<file path="src/rtl/adder_seq_nb.sv">
// Multi-cycle add/sub: operands latched on start, summed CHUNK bits per clock LSB first via registered carry.
// Latency: done pulses WIDTH/CHUNK cycles after the accept edge; one op per WIDTH/CHUNK+1 cycles back-to-back.
// Backpressure: start honoured only while ready (IDLE/DONE); ADDER_FLAGS_EN adds overflow/zero outputs.
module adder_seq_nb #(
  parameter int WIDTH = 16,
  parameter int CHUNK = 4
) (
  input  logic             clk,
  input  logic             reset,
  input  logic             start,
  input  logic             sub,
  input  logic [WIDTH-1:0] a,
  input  logic [WIDTH-1:0] b,
  input  logic             carry_in,
  output logic             ready,
  output logic             busy,
  output logic             done,
  output logic [WIDTH-1:0] sum,
  output logic             carry_out
`ifdef ADDER_FLAGS_EN
  ,
  output logic             overflow,
  output logic             zero
`endif
);

  localparam int NCH = WIDTH / CHUNK;
  localparam int CW  = (NCH > 1) ? $clog2(NCH) : 1;

  typedef enum logic [1:0] {IDLE, RUN, DONE} state_t;

  state_t           state_q, state_d;
  logic [CW-1:0]    cnt_q;
  logic [WIDTH-1:0] a_q, b_q, sum_q, sum_nxt;
  logic             carry_q, cout_q;
  logic             accept, last;
  logic [CHUNK-1:0] a_ch, b_ch;
  logic [CHUNK:0]   chunk_res;
`ifdef ADDER_FLAGS_EN
  logic             ovf_q, zero_q;
`endif

  always_comb begin
    state_d = state_q;
    accept  = 1'b0;
    case (state_q)
      IDLE: if (start) begin
        state_d = RUN;
        accept  = 1'b1;
      end
      RUN: if (last) state_d = DONE;
      DONE: begin
        if (start) begin
          state_d = RUN;
          accept  = 1'b1;
        end else begin
          state_d = IDLE;
        end
      end
      default: state_d = IDLE;
    endcase
  end

  assign last = (cnt_q == CW'(NCH - 1));

  // Constant-index chunk mux keeps every part-select static.
  always_comb begin
    a_ch    = '0;
    b_ch    = '0;
    sum_nxt = sum_q;
    for (int i = 0; i < NCH; i++) begin
      if (cnt_q == CW'(i)) begin
        a_ch = a_q[i*CHUNK +: CHUNK];
        b_ch = b_q[i*CHUNK +: CHUNK];
      end
    end
    chunk_res = {1'b0, a_ch} + {1'b0, b_ch} + {{CHUNK{1'b0}}, carry_q};
    for (int i = 0; i < NCH; i++) begin
      if (cnt_q == CW'(i)) sum_nxt[i*CHUNK +: CHUNK] = chunk_res[CHUNK-1:0];
    end
  end

  always_ff @(posedge clk) begin
    if (reset) begin
      state_q <= IDLE;
      cnt_q   <= '0;
      a_q     <= '0;
      b_q     <= '0;
      carry_q <= 1'b0;
      sum_q   <= '0;
      cout_q  <= 1'b0;
`ifdef ADDER_FLAGS_EN
      ovf_q   <= 1'b0;
      zero_q  <= 1'b0;
`endif
    end else begin
      state_q <= state_d;
      if (accept) begin
        a_q     <= a;
        b_q     <= sub ? ~b : b;
        carry_q <= sub ? 1'b1 : carry_in;
        sum_q   <= '0;
        cnt_q   <= '0;
`ifdef ADDER_FLAGS_EN
        ovf_q   <= 1'b0;
        zero_q  <= 1'b0;
`endif
      end else if (state_q == RUN) begin
        sum_q   <= sum_nxt;
        carry_q <= chunk_res[CHUNK];
        cnt_q   <= cnt_q + CW'(1);
        if (last) begin
          cout_q <= chunk_res[CHUNK];
`ifdef ADDER_FLAGS_EN
          ovf_q  <= (a_q[WIDTH-1] == b_q[WIDTH-1]) && (sum_nxt[WIDTH-1] != a_q[WIDTH-1]);
          zero_q <= (sum_nxt == '0);
`endif
        end
      end
    end
  end

  assign ready     = (state_q == IDLE) || (state_q == DONE);
  assign busy      = (state_q == RUN);
  assign done      = (state_q == DONE);
  assign sum       = sum_q;
  assign carry_out = cout_q;
`ifdef ADDER_FLAGS_EN
  assign overflow  = ovf_q;
  assign zero      = zero_q;
`endif

endmodule

</file>
<file path="config.mk">
export PLATFORM = sky130hd
export DESIGN_NAME = adder_seq_nb
export DESIGN_NICKNAME = d
export VERILOG_FILES = /design/src/rtl/adder_seq_nb.sv
export SDC_FILE = /design/constraint.sdc
export NUM_CORES = 1
export LEC_CHECK = 0
export CAP_MARGIN = 20
export CORE_MARGIN = 1.5
export CORE_UTILIZATION = 30
export DETAILED_ROUTE_END_ITERATION = 12
export GPL_ROUTABILITY_DRIVEN = 0
export GPL_TIMING_DRIVEN = 0
export PLACE_DENSITY_LB_ADDON = 0.25
export SYNTH_ARGS = -nofsm -noshare
export SYNTH_HDL_FRONTEND = slang
export SYNTH_SLANG_ARGS = --single-unit
export TNS_END_PERCENT = 100
</file>
<file path="constraint.sdc">
create_clock -name clk -period 3.55 [get_ports clk]
set_input_delay 0.355 -clock clk [delete_from_list [all_inputs] [get_ports clk]]
set_output_delay 0.355 -clock clk [all_outputs]
set_load 0.05 [all_outputs]
</file>
Yosys cells after proc, flatten, opt, wreduce, memory -nomap -nowiden. Index checks and enable logic that the tools add are counted.

$add $sub $neg: 3. Multiplexer cells: 18. Reductions and logical operators: 12. Bitwise gates (word level): 2. Equal/unequal tests: 7.

Operators with widths (count): $mux 4 (8); $mux 16 (1); $not 16->16 (1); $reduce_and 2->1 (5); $eq 2x2->1 const B (3); $mux 1 (6); $pmux 2 s3 (1); $add 4x4->5 (1); $add 5x1->5 (1); $eq 2x1->1 const B (2); $logic_not 2->1 (2); $mux 2 (2); $reduce_or 2->1 (2); $reduce_and 3->1 (1); $add 2x1->2 const B (1); $ne 2x1->1 const B (1); $ne 2x2->1 const B (1); $reduce_bool 2->1 (1); $logic_or 1x1->1 (1); $not 1->1 (1).

Word-level logic and storage cells: 52. Input bits: 37. Flip-flop bits (word level): 54.

Depth between registers and ports, before layout. Gate-level depths: netlist of the first run.

Depth after elaboration: 9. Gate-level depth with buffers: 13. Mapped depth without buffers: 11.

Worst setup path after synthesis of the first run. No wires, ideal clock.

Kind: register to register. From: register cnt_q[0]. To: register carry_q. Data arrival time: 2403 ps. Library setup time: 145 ps. Required time: 3405 ps. Buffers on the path: 2. Clock period less this slack: 2548 ps. Path slack: 1002 ps. Cell stages (with the launch flop): 14. Cells stage by stage: dfxtp_1 inv_1 ha_1 buf_2 clkbuf_1 a21oi_1 o21ai_0 a22oi_1 fa_1 inv_1 fa_1 a21o_1 a21oi_1 a2111oi_0.

Longest elaborated chain between the ends: 9. Elaborated cells on any way between the ends: 16. Classes of those cells: add/sub: 2; eq/ne: 3; mux: 10; reduce/logical: 1.

RTL lines: start: declaration (line 33) `logic [CW-1:0] cnt_q;`; start signal: assignment (line 111) `cnt_q <= cnt_q + CW'(1);`; $logic_not 2->1 (line 72) `if (cnt_q == CW'(i)) begin`; $mux 4 (4 in a row) (line 72); $add 4x4->5 * (line 77) `chunk_res = {1'b0, a_ch} + {1'b0, b_ch} + {{CHUNK{1'b0}}, carry_q};`; $add 5x1->5 * (line 77); $mux 1 * (line 108) `end else if (state_q == RUN) begin`; $mux 1 * (line 98) `if (accept) begin`; end signal: assignment (line 101) `carry_q <= sub ? 1'b1 : carry_in;`; end signal: assignment (line 110) `carry_q <= chunk_res[CHUNK];`; end: declaration (line 35) `logic carry_q, cout_q;`.

Mark *: on every way between the ends. The rest lies on a longest branch, timed or not. The select of a mux whose other input is x is not followed. A chain may end at the register's enable or synchronous reset.

Final worst setup path of the first run.
From: register cnt_q[1]. To: register sum_q[10] (netlist: sum[10]).

Longest elaborated chain between the ends: 7. Elaborated cells on any way between the ends: 15. Classes of those cells: add/sub: 2; eq/ne: 3; mux: 8; reduce/logical: 2.

RTL lines: $logic_not 2->1 (line 72); $mux 4 (4 in a row) (line 72); $add 4x4->5 (line 77); $add 5x1->5 (line 77); end signal: assignment (line 109) `sum_q <= sum_nxt;`; end: declaration (line 34) `logic [WIDTH-1:0] a_q, b_q, sum_q, sum_nxt;`.

Several ways; a longest one is shown, not always the timed one.

==> results.tsv, run 1 <==
metric	value	unit
place_inst	483	
seq_area	0.00108	mm²
postCtsSetupRepairBufs	0	
finalNonFillerCells	491	
dp_slack	510	ps
grt-busiest-layer	met2	
grt_use_met1	0.178	
multi_input_area	0.00139	mm²
dp_hpwl	5120	µm
crit_slowest_cell	dfxtp_1	
path_buf_inv	3	
final_util	0.400	
slew_headroom	0.650	
design_area	0.00347	mm²
ys_seq_area_frac	0.404	
synth_cells	320	
required	3740	ps
critical_path_arrival	3220	ps
rsz0062_at_grt	false	
crit_fanout	10	
synth_edf_count	0	
power_density	393	mW/mm²
path_class	flop to flop	
die_x	97.4	µm
area_growth	29.9	%
synth_ff_type	dfxtp_1	
grt_usage	0.144	
postRouteAntennaNets	0	
final_nets	428	
wl	6650	µm
hold_viol_final	0	
hold_class	flop to flop	
drv_slew	0	
worst_setup_path_start_kind	flop	
combPwrFrac	0.203	
critPathTopFamily	adder cells	
synth_common_cells	54 x dfxtp_1, 49 x nand2_1, 36 x a21oi_1, 29 x nor2_1, 24 x a211oi_1	
finalCriticalPeriod	3040	ps
placementRows	34	
die-area	0.00948	mm²
worstMarginPinSlew	524	ps
port-buffer-count	55	
wl_per_cell	13.6	µm
h-tree-depth	2	
grt.met2_usage	0.244	
grt_pass1_wl	11000	µm
synth_top_area_share	0.404	
yosysWarnings	0	
cts_made_buffers	5	
cts_root_buf	clkbuf_8	
holdBufCountCts	0	
placed_area	0.00336	mm²
p_switching	389	µW
drive_gt1_frac	0.0705	
clock_skew	13.1	ps
n_antenna_cell	0	
synth.most_common_cell	dfxtp_1	
dr.pass1.iters	4	
grt_pass1_vias	2319	
avgSynthCellArea	8.35	µm²
peakVddDrop	159	µV
syn-cell-area	0.00267	mm²
cp-end-kind	flop	
drc	0	
grtUsageMet3	0.0324	
postCtsResizedCells	0	
p_seq_frac	0.484	
initial_core_util	0.308	
synth_nets	366	
boundaryPins	57	
synthArstFlopShare	0	
p_sw_frac	0.286	
core-area	0.00868	mm²
status	finished, final reports clean	
cap_viol_max_count	0	
synth_cell_types	37	
drtIter0Drc	69	
finalCritPeriodShare	0.855	
die_height	97.4	µm
worstSkewPairLatency	320	ps
max_freq	329	MHz
grt_overflow	0	
ys_ff_latch	54	
fin_tns_setup	0	ps
vias_per_cell	4.80	
cts_tree	yes	
routed-via-count	2358	
setup_ws	515	ps
p_leak	1.27	nW
clock-sinks	54	
clk_pin_slew	100	ps
fillers	944	
synth.largest_area_cell	dfxtp_1	
power	1.36	mW
holdWs	464	ps
grt_start_max_net_pins	18	
clockBufferDepth	2	
p_int	973	µW
setup_violations	0	
cpPeakStageDelay	390	ps
ys_top_cells_by_area	dfxtp_1 40%, nand2_1 6.9%, a21oi_1 6.7%, a211oi_1 6.7%, xnor2_1 4.3%	
critical_path.cell_chain	ha_1, clkbuf_1, clkbuf_1, a21oi_1, a22oi_1, fa_1, inv_1, fa_1, xnor2_1, a211oi_1	
clockPowerShare	0.313	
antenna_found_initial	0	
worst register-to-register path: cells and delay by family, from the launching register on:
family	cells	cell delay, ps
compound gates	3	510
xor+xnor	1	390
fa+ha+maj	3	820
buf+inv	3	800
flops	1	390
metal layers:
metal	routed length [µm]	part of all wire
met1	3210	0.48
met2	2990	0.45
met3	302	0.045
met4	155	0.023
met5	0	0
path summary, 6_finish.rpt:
path	start	end	slack, ps	depth (start not counted)
min reg2reg	a_q[13]$_SDFFE_PP0P_	a_q[13]$_SDFFE_PP0P_	460	2
min	a_q[13]$_SDFFE_PP0P_	a_q[13]$_SDFFE_PP0P_	460	2
max reg2reg	cnt_q[1]$_SDFFE_PP0P_	sum[10]$_SDFFE_PP0P_	510	10
max	cnt_q[1]$_SDFFE_PP0P_	sum[10]$_SDFFE_PP0P_	510	10
area by class of cell:
class	instances	area share
plain buffers	29	0.0411
clock buffers	5	0.0198
clock inverters	3	0.0126
inverters	15	0.0162
multi-input cells	222	0.401
flip-flops and latches	54	0.311
well taps	108	0.0389
repair buffers	55	0.159
cells in the final DEF (no fill, tap or decap), types with 2 or more instances in the layout:
master,count
and3b_1,5
nor4bb_1,2
clkbuf_8,5
nor2_1,29
dfxtp_1,54
o211ai_1,4
a22oi_1,2
a22o_1,6
o21ai_0,9
buf_6,3
clkdlybuf4s50_1,55
or4_1,4
fa_1,2
xor2_1,4
a211oi_1,24
ha_1,7
and4bb_2,2
a21o_1,2
mux2i_1,4
nor3_1,2
inv_1,13
nand2_1,49
xnor2_1,13
buf_2,8
or4b_1,4
clkbuf_1,16
a21oi_1,36
o2111ai_1,4
inv_2,2
cells by family after synthesis:
family	count (synthesis)	synth area share
muxes	4	0.0150
AOI/OAI and AO/OA	89	0.213
buffers and inverters	44	0.0744
and+or+nand+nor	103	0.190
xor gates and xnor gates	17	0.0557
DFF	54	0.404
adders and majority gates	9	0.0478
power groups by stage:
stage          registers (mW)  logic [mW]  clock network, mW
6_report                0.659       0.277              0.426
5_1_grt                 0.663       0.308              0.461
4_1_cts                 0.659       0.280              0.435
3_5_place_dp            0.673       0.279                  0
3_3_place_gp            0.672       0.275                  0
2_1_floorplan           0.679       0.167                  0
state kept, by name (all words and copies together), names as in the netlist:
name,cells
a_q,16
state_q,2
sum,16
cnt_q,2
carry_q,1
b_q,16
carry_out,1
(Power assumes the default switching activity.)
==> run 2: changes to the inputs <==
Settings changed: CAP_MARGIN 20 to 25.
==> results of run 2 <==
Same layout as run 1: the final DEF is identical, and so are final timing and power.
==> run 3: changes to the inputs <==
Clock period 3.55 ns to 3.2 ns, I/O delays scaled along.
==> results.tsv, run 3 (synthesized netlist as in run 1, its figures left out) <==
metric	value	unit	change
grt_overflow	0		unchanged
cp-end-kind	flop		
critical_path_arrival	3100	ps	-120 ps
drive_gt1_frac	0.0783		+0.00783
grt_pass1_vias	2319		unchanged
critical_path.cell_chain	ha_1, clkbuf_1, clkbuf_2, a21oi_1, a22oi_1, fa_1, inv_1, fa_1, xnor2_1, a211oi_1		
cpPeakStageDelay	390	ps	about the same
port-buffer-count	55		unchanged
multi_input_area	0.00140	mm²	+0.36%
hold_viol_final	0		unchanged
peakVddDrop	175	µV	+10%
clock-sinks	54		unchanged
area_growth	30.1	%	
vias_per_cell	4.81		+0.25%
final_cell_mix	55 x clkdlybuf4s50_1, 54 x dfxtp_1, 49 x nand2_1		
n_antenna_cell	0		unchanged
final_nets	428		unchanged
finalCritPeriodShare	0.912		+0.0566
cap_viol_max_count	0		unchanged
status	finished, final reports clean		
required	3390	ps	-350 ps
postCtsSetupRepairBufs	0		unchanged
cts_made_buffers	5		unchanged
cpMostUsedCell	fa_1		
finalCriticalPeriod	2920	ps	-118 ps
dr.pass1.iters	4		unchanged
holdBufCountCts	0		unchanged
grt_start_max_net_pins	18		unchanged
core-area	0.00868	mm²	unchanged
h-tree-depth	2		unchanged
worstMarginPinSlew	525	ps	+0.811 ps
clockBufferDepth	2		unchanged
hold_class	input pin to flop		
crit_slowest_cell	dfxtp_1		
p_leak	1.28	nW	+0.58%
cts_root_buf	clkbuf_8		
grt_pass1_wl	11000	µm	unchanged
worstSkewPairLatency	320	ps	about the same
routed-via-count	2364		+0.25%
crit_fanout	10		unchanged
die-area	0.00948	mm²	unchanged
slew_headroom	0.650		about the same
path_class	flop to flop		
rsz0062_at_grt	false		
drv_slew	0		unchanged
seq_area	0.00108	mm²	unchanged
fin_tns_setup	0	ps	unchanged
grt_usage	0.144		unchanged
max_freq	343	MHz	+4.0%
power_density	434	mW/mm²	+11%
antenna_found_initial	0		unchanged
postRouteAntennaNets	0		unchanged
die_x	97.4	µm	unchanged
holdWs	452	ps	-11.8 ps
placementRows	34		unchanged
final_util	0.401		+0.000865
boundaryPins	57		unchanged
wl_per_cell	13.6	µm	about the same
dp_hpwl	5120	µm	unchanged
cts_tree	yes		
setup_violations	0		unchanged
die_height	97.4	µm	unchanged
clk_pin_slew	110	ps	about the same
final_common_cell	clkdlybuf4s50_1		
fillers	943		-0.11%
worst_setup_path_start_kind	flop		
clock_skew	12.5	ps	-0.622 ps
wl	6660	µm	about the same
drtIter0Drc	69		unchanged
drc	0		unchanged
initial_core_util	0.308		unchanged
## run 3: timing repair
item / CTS / global route
endpoints found under the hold margin: 0 / 0
setup endpoints to repair: 0 / 6
gates resized for setup: 0 / 5
## run 3: layout make-up
| type | instances | area share |
|---|---|---|
| multi-input cells | 222 | 0.402 |
| flip-flops and latches | 54 | 0.311 |
| repair buffers | 55 | 0.158 |
| plain buffers | 29 | 0.0417 |
| well taps | 108 | 0.0388 |
| clock buffers | 5 | 0.0198 |
| inverters | 15 | 0.0162 |
| clock inverters | 3 | 0.0126 |
## run 3: per-layer routing
metal  track usage  routed length, µm  vias up
met4        0.0527                155        0
met2         0.244               2990       61
met5             0                  0        -
met1         0.178               3200     1064
li1              -                  -     1226
met3        0.0324                305       13
## run 3: critical path, delay by kind of cell, from the launching register on
family	cells	cell delay [ps]
fa+ha+maj	3	820
flops	1	390
compound gates	3	460
xor+xnor	1	390
buf+inv	3	720
## run 3: report_power, final
group          internal [mW]  total [mW]  switching [mW]
sequential             0.710       0.731          0.0214
clock                  0.235       0.472           0.237
combinational          0.135       0.308           0.173
total                   1.08        1.51           0.431
## run 3: path summary, 6_finish.rpt
kind,cells past startpoint,to,start,slack [ps]
setup / recovery,10,sum[10]$_SDFFE_PP0P_,cnt_q[1]$_SDFFE_PP0P_,280
hold / removal,3,b_q[1]$_SDFFE_PP0P_,sub,450
hold reg to reg,2,a_q[13]$_SDFFE_PP0P_,a_q[13]$_SDFFE_PP0P_,460
setup reg to reg,10,sum[10]$_SDFFE_PP0P_,cnt_q[1]$_SDFFE_PP0P_,280
## run 3: metrics by stage
stage	power (mW)	instance area [µm²]	worst slack [ps]	cells
global route	1.59	3480	65.6	491
global placement	1.05	3360	219	483
detailed placement	1.06	3360	160	483
floorplan	0.939	2670	652	320
finish	1.51	3480	283	491
CTS	1.52	3470	143	491
